===== src/rtl/reset_sequenced_pattern_gen.sv =====
// Reset-sequenced known-answer pattern source: release sequencing, seed load, then valid/ready streaming.
// Optional reset synchroniser on the internal release path is compiled in with RSTGEN_RST_SYNC_EN.
module reset_sequenced_pattern_gen #(
    parameter int               WIDTH       = 24,
    parameter logic [WIDTH-1:0] SEED        = WIDTH'(24'hC0FFEE),
    parameter int               MODE        = 0,
    parameter int               SYNC_STAGES = 2,
    parameter int               HOLDOFF     = 4,
    parameter int               CNT_W       = 8
) (
    input  logic             clk,
    input  logic             rst_n,
    input  logic             enable,
    input  logic             out_ready,
    output logic [WIDTH-1:0] out_data,
    output logic             out_valid,
    output logic             init_done,
    output logic [CNT_W-1:0] word_count
);

    // state    | meaning
    // WAIT_REL | waiting for the internal reset to release
    // HOLD     | counting out the hold-off interval
    // LOAD     | one cycle; seed is loaded on its exit edge
    // RUN      | streaming pattern words over valid/ready

    localparam int HC_W = (HOLDOFF > 2) ? $clog2(HOLDOFF) : 1;

    typedef enum logic [1:0] {WAIT_REL, HOLD, LOAD, RUN} state_t;

    state_t          state;
    logic [HC_W-1:0] hold_cnt;
    logic            irst_n;
    logic            xfer;

`ifdef RSTGEN_RST_SYNC_EN
    logic [SYNC_STAGES-1:0] sync_q;

    always_ff @(posedge clk or negedge rst_n) begin
        if (!rst_n) sync_q <= '0;
        else        sync_q <= {sync_q[SYNC_STAGES-2:0], 1'b1};
    end

    assign irst_n = sync_q[SYNC_STAGES-1];
`else
    assign irst_n = rst_n;
`endif

    function automatic logic [WIDTH-1:0] next_word(input logic [WIDTH-1:0] w);
        case (MODE)
            1:       return w + WIDTH'(1);
            2:       return {w[WIDTH-2:0], w[WIDTH-1]};
            default: return w;
        endcase
    endfunction

    assign xfer = out_valid && out_ready;

    always_ff @(posedge clk or negedge rst_n) begin
        if (!rst_n) begin
            state      <= WAIT_REL;
            hold_cnt   <= '0;
            out_data   <= '0;
            out_valid  <= 1'b0;
            init_done  <= 1'b0;
            word_count <= '0;
        end else begin
            case (state)
                WAIT_REL: begin
                    if (irst_n) begin
                        // With no hold-off the seed lands on the release edge itself, so
                        // first-valid latency stays at sync depth + HOLDOFF + 1 edges.
                        if (HOLDOFF == 0) begin
                            out_data  <= SEED;
                            init_done <= 1'b1;
                            out_valid <= enable;
                            state     <= RUN;
                        end else if (HOLDOFF == 1) begin
                            state <= LOAD;
                        end else begin
                            hold_cnt <= '0;
                            state    <= HOLD;
                        end
                    end
                end
                HOLD: begin
                    hold_cnt <= hold_cnt + HC_W'(1);
                    if (int'(hold_cnt) == HOLDOFF - 2) state <= LOAD;
                end
                LOAD: begin
                    out_data  <= SEED;
                    init_done <= 1'b1;
                    out_valid <= enable;
                    state     <= RUN;
                end
                RUN: begin
                    if (xfer) begin
                        out_data  <= next_word(out_data);
                        out_valid <= enable;
                        if (word_count != '1) word_count <= word_count + CNT_W'(1);
                    end else if (!out_valid) begin
                        out_valid <= enable;
                    end
                end
                default: state <= WAIT_REL;
            endcase
        end
    end

endmodule


===== config.mk =====
export PLATFORM = sky130hd
export DESIGN_NAME = reset_sequenced_pattern_gen
export DESIGN_NICKNAME = d
export VERILOG_FILES = /design/src/rtl/reset_sequenced_pattern_gen.sv
export SDC_FILE = /design/constraint.sdc
export NUM_CORES = 1
export LEC_CHECK = 0
export CAP_MARGIN = 20
export CORE_ASPECT_RATIO = 0.7
export CORE_MARGIN = 5
export CORE_UTILIZATION = 30
export DETAILED_ROUTE_END_ITERATION = 16
export PLACE_DENSITY = 0.63
export SYNTH_ARGS = -nofsm -noshare
export SYNTH_HDL_FRONTEND = slang
export SYNTH_SLANG_ARGS = --single-unit

===== constraint.sdc =====
create_clock -name clk -period 4.65 [get_ports clk]
set_clock_uncertainty 0.1 [all_clocks]
set_input_delay 0.6975 -clock clk [delete_from_list [all_inputs] [get_ports clk]]
set_output_delay 0.6975 -clock clk [all_outputs]
set_load 0.1 [all_outputs]

# Yosys cells after proc, flatten, opt, wreduce, memory -nomap -nowiden

Cells that the tools add are included.

Add/subtract/negate cells: 2
Reductions and logical operators: 8
Equal/unequal tests: 7
Shift-type cells: 0
Bitwise logic cells: 0
$lt $le $gt $ge: 0
Divide/modulo/power cells: 0
$mul: 0
Mux-type cells: 8

Operators with widths:

| cell                                                                   | number |
|---|---|
| 8-bit by 1-bit adder with 8-bit output (second input constant)         | 1 |
| 8-bit inequality test (second input constant)                          | 1 |
| 2-bit equality test (second input constant)                            | 3 |
| 2-bit two-way mux                                                      | 3 |
| 2-bit case mux with 3 select lines                                     | 1 |
| 3-bit AND reduction                                                    | 2 |
| 2-bit inequality test (second input constant)                          | 2 |
| 2-bit case mux with 2 select lines                                     | 1 |
| 2-bit nonzero test                                                     | 2 |
| 3-bit nonzero test                                                     | 1 |
| 2-bit by 1-bit adder with 2-bit output (second input constant)         | 1 |
| 2-bit by 1-bit equality test with 1-bit output (second input constant) | 1 |
| 2-bit zero test                                                        | 1 |
| 1-bit two-way mux                                                      | 2 |
| 1-bit case mux with 2 select lines                                     | 1 |
| 2-bit AND reduction                                                    | 1 |
| 1-bit logical AND                                                      | 1 |

Bits in read-only memories: 0
Logic and storage cells: 31
RAM bits: 0
Flip-flop bits (word level): 15
Bits in latches: 0
Memories: 0

# Longest topological paths before layout

Depth in word-level cells: 3
Depth in mapped cells: 5

# Least setup slack after synthesis

No wires, ideal clock.

Path type: register to output
Start point: register init_done (netlist name)
End point: output port out_data[10]
Arrival: 1583 ps
Cell stages (with the launch flop): 2
Slack: 2270 ps
Path through: dfrtp_1 -> buf_4

RTL lines:

| element       | RTL line | text |
|---|---|---|
| end, declared | 15       | `output logic [WIDTH-1:0] out_data,` |

==> out/qor.txt <==
======================================================================================
Run status                                                                finished, final reports clean
Static Leakage                                                                0.529 nW
Clock Tree Root                                                           sky130_fd_sc_hd__clkbuf_8
Final HPWL DP                                                                  1.40 mm
Clock net sink count                                                                14
RSZ-0062 raised after global routing                                             false
Xor and xnor fraction of the mapped netlist area                                0.0368
Setup-failing EPs final                                                              0
Worst Hold Path Cells                                                                1
Worst hold slack                                                              0.393 ns
Sequential fraction of the synthesis area                                        0.368
Post-synthesis compound-gate area fraction                                      0.0854
Synthesized area per cell                                                     10.0 um2
Router iterations before antenna repair                                              3
Initial antenna violation count                                                      0
Internal cell power                                                           0.315 mW
Total congestion overflow                                                            0
Part of the total power dissipated in combinational logic                        0.558
Mux contribution to synthesized area                                            0.0802
Number of remaining DRC errors                                                       0
Cell area power density                                                     592 nW/um2
Part of the cycle the worst path needs                                           0.618
Netlist cell types                                                                  26
Die outline area                                                              4420 um2
ANT cells                                                                            0
Post-synthesis share of cell area spent on and, or, nand and nor gates           0.117
Adder-cell share of the synthesized area                                        0.0920
Placed insts                                                                       145
Final hold vios                                                                      0
Share of power burned in registers                                               0.278
End-of-flow core utilization                                                     0.384
CP max stage cell                                                         sky130_fd_sc_hd__clkdlybuf4s50_1
Synthesized netlist cell count                                                      95
First-pass GRT wire length                                                     2.96 mm
Yosys warnings                                                                       0
Count of non-filler cells in the finished layout                                   149
Clock latency at the later pin of the worst-skew pair                          0.24 ns
Cell Chain, Critical Path                                                 clkdlybuf4s50_1
Fmax                                                                           348 MHz
Min-delay worst type                                                        reg -> reg
Post-layout instance area                                                     1190 um2
Area of combinational cells with multiple inputs                               422 um2
Core area                                                                     3110 um2
Proportion of layout cells with a drive suffix above 1                          0.0901
Y dimension of the die                                                         57.1 um
Total vias in the final route                                                      642
Top-Level Pins                                                                      38
Shortest period the worst path allows                                          2.87 ns
Minimum setup slack after placement                                            1.88 ns
Slew margin rel.                                                                 0.346
Total number of nets in the final design                                           123
Required time of the critical path                                             3.85 ns
Die outline width                                                              77.3 um
Cell Rows                                                                           17
Fraction of power spent switching nets                                           0.553
Dominant delay contributor by cell family on the critical path            buffers and inverters
CP Max Fanout                                                                       18
Total design power                                                            0.705 mW
Number of I/O port buffers                                                          29
Effective utilization at floorplan                                               0.307
Reported net switching power                                                  0.390 mW
Logic depth of the worst path, buffers included                                      1
Global-route total usage across every layer                                     0.0835
Maximum number of pins on one net before global-route repair                        19
Buffering stage count on the worst path with inverters included                      1
FF-to-FF setup slack                                                           2.88 ns
Worst Slack Setup Final                                                        1.78 ns
Clock slew at the register clock pins of the worst setup and hold paths        0.06 ns
Via count of the first global-routing pass                                         648
Signed area change from the synthesized netlist to the final layout              25.1%
Synth Register Bits                                                                 14
Netlist area before placement                                                  952 um2
Maximum clock path buffer count                                                      2
Worst r2r path cells                                                                 4
Dpl cell area                                                                 1140 um2
Number of inserted filler cells in the final layout                                311
Class of the most critical setup path                                       reg -> out
WL per Instance                                                                11.5 um
FF+latch area                                                                  350 um2
Dominant combinational cell family by area after synthesis                buffers and inverters
Kind of launch point of the worst setup path                                      flop
Number of buffers inserted to repair setup after CTS                                 0
Clock network fraction of total power                                            0.165
Final count of pins violating max slew                                               0
Number of cells upsized or downsized after cts                                       0
Slew at the pin with the worst max-slew slack                                 0.978 ns
Number of hold buffers added after cts                                               0
Detailed Route WL                                                              1.71 mm
CTS Buf Count                                                                        3
Initial DRC Count                                                                   15
Aggregate negative setup slack                                                    0 ns
Count of H-tree levels built during CTS                                              1
Critical path arrival                                                          2.07 ns
Post-route ant nets                                                                  0
Vias/cell                                                                         4.31
Final weighted congestion in routability-driven placement                        0.721
Crit path capture type                                                     output port
Peak supply drop                                                            0.000378 V
TritonCTS clock tree                                                             built
Max capacitance violation total                                                      0
Worst stage delay on the critical path                                         1.23 ns
======================================================================================
synth_stat cells:
library cell | instances | area [um2]
sky130_fd_sc_hd__nor4_1 | 1 | 6.26
sky130_fd_sc_hd__nor2_1 | 1 | 3.75
sky130_fd_sc_hd__mux2i_1 | 2 | 20.0
sky130_fd_sc_hd__a2111oi_2 | 1 | 15.0
sky130_fd_sc_hd__mux2_2 | 1 | 11.3
sky130_fd_sc_hd__dfrtp_1 | 14 | 350
sky130_fd_sc_hd__nand2_1 | 7 | 26.3
sky130_fd_sc_hd__xnor2_1 | 4 | 35.0
sky130_fd_sc_hd__nand3_2 | 1 | 10.0
sky130_fd_sc_hd__nor2b_1 | 1 | 6.26
sky130_fd_sc_hd__conb_1 | 1 | 3.75
sky130_fd_sc_hd__buf_4 | 24 | 180
sky130_fd_sc_hd__o21ai_0 | 4 | 20.0
sky130_fd_sc_hd__o21ai_2 | 1 | 8.76
sky130_fd_sc_hd__nand2b_1 | 1 | 6.26
sky130_fd_sc_hd__and3_1 | 3 | 18.8
sky130_fd_sc_hd__a22oi_1 | 1 | 7.51
sky130_fd_sc_hd__inv_1 | 7 | 26.3
sky130_fd_sc_hd__a221oi_2 | 1 | 15.0
sky130_fd_sc_hd__ha_1 | 7 | 87.6
sky130_fd_sc_hd__nand4_1 | 2 | 12.5
sky130_fd_sc_hd__or2_2 | 1 | 6.26
sky130_fd_sc_hd__o211ai_1 | 2 | 15.0
sky130_fd_sc_hd__nor3_1 | 1 | 5.00
sky130_fd_sc_hd__nand3_1 | 2 | 10.0
sky130_fd_sc_hd__mux2_1 | 4 | 45.0
worst paths after layout:
path / startpoint / end
setup / recovery: init_done / out_data[23]
hold / removal: hold_cnt[0] / hold_cnt[0]
setup reg to reg: word_count[0] / word_count[6]
hold reg to reg: hold_cnt[0] / hold_cnt[0]
max in group asynchronous: rst_n / word_count[0]
min in group asynchronous: rst_n / state[0]
power by group through the flow:
stage | combinational, mW | sequential, mW | clock, mW
finish | 0.393 | 0.196 | 0.116
global route | 0.408 | 0.205 | 0.124
CTS | 0.396 | 0.196 | 0.118
detailed placement | 0.396 | 0.197 | 0
global placement | 0.392 | 0.197 | 0
floorplan | 0.0925 | 0.415 | 0
layout by cell type, fill, tap and decap left out:
cell type / n
sky130_fd_sc_hd__nor2b_1: 1
sky130_fd_sc_hd__a2111oi_2: 1
sky130_fd_sc_hd__and3_1: 3
sky130_fd_sc_hd__nor4_1: 1
sky130_fd_sc_hd__nand2b_1: 1
sky130_fd_sc_hd__o21ai_0: 4
sky130_fd_sc_hd__a221oi_2: 1
sky130_fd_sc_hd__xnor2_1: 4
sky130_fd_sc_hd__o211ai_1: 2
sky130_fd_sc_hd__a22oi_1: 1
sky130_fd_sc_hd__mux2_1: 4
sky130_fd_sc_hd__nor2_1: 1
sky130_fd_sc_hd__clkdlybuf4s50_1: 29
sky130_fd_sc_hd__or2_2: 1
sky130_fd_sc_hd__nand3_1: 2
sky130_fd_sc_hd__mux2i_1: 2
sky130_fd_sc_hd__inv_1: 7
sky130_fd_sc_hd__mux2_2: 1
sky130_fd_sc_hd__nor3_1: 1
sky130_fd_sc_hd__nand3_2: 1
sky130_fd_sc_hd__dfrtp_1: 14
sky130_fd_sc_hd__o21ai_2: 1
sky130_fd_sc_hd__nand2_1: 7
sky130_fd_sc_hd__ha_1: 7
sky130_fd_sc_hd__nand4_1: 2
sky130_fd_sc_hd__conb_1: 8
sky130_fd_sc_hd__clkbuf_8: 4
flip-flops by register name (all words and copies together) (netlist names):
name	cells
word_count	8
hold_cnt	2
state	2
init_done	1
out_valid	1
per-layer routing:
| layer | vias up | track usage | share of wire |
|---|---|---|---|
| met5 | - | 0 | 0 |
| met4 | 0 | 0.0294 | 0.016 |
| met3 | 2 | 0.0379 | 0.10 |
| met2 | 31 | 0.140 | 0.45 |
| met1 | 289 | 0.0941 | 0.44 |
| li1 | 320 | - | - |
area by class of cell:
class,count,area share
inverters,7,0.0221
multi-input cells,57,0.354
repair buffers,29,0.244
clock buffers,4,0.0462
well taps,38,0.0399
flip-flops and latches,14,0.294
worst reg2reg max path, cell delays in order (launching register included):
cell and delay (ns):
sky130_fd_sc_hd__dfrtp_1 0.41, sky130_fd_sc_hd__ha_1 0.27, sky130_fd_sc_hd__nand4_1 0.25, sky130_fd_sc_hd__nor3_1 0.29
sky130_fd_sc_hd__mux2_1 0.34
cells by family after synthesis:
family,Yosys count
compound gates,10
xor+xnor,4
fa+ha+maj,7
buf+inv,31
flops,14
mux,7
other cells,1
simple gates,21
No activity file was read; power rests on OpenSTA's default activity.
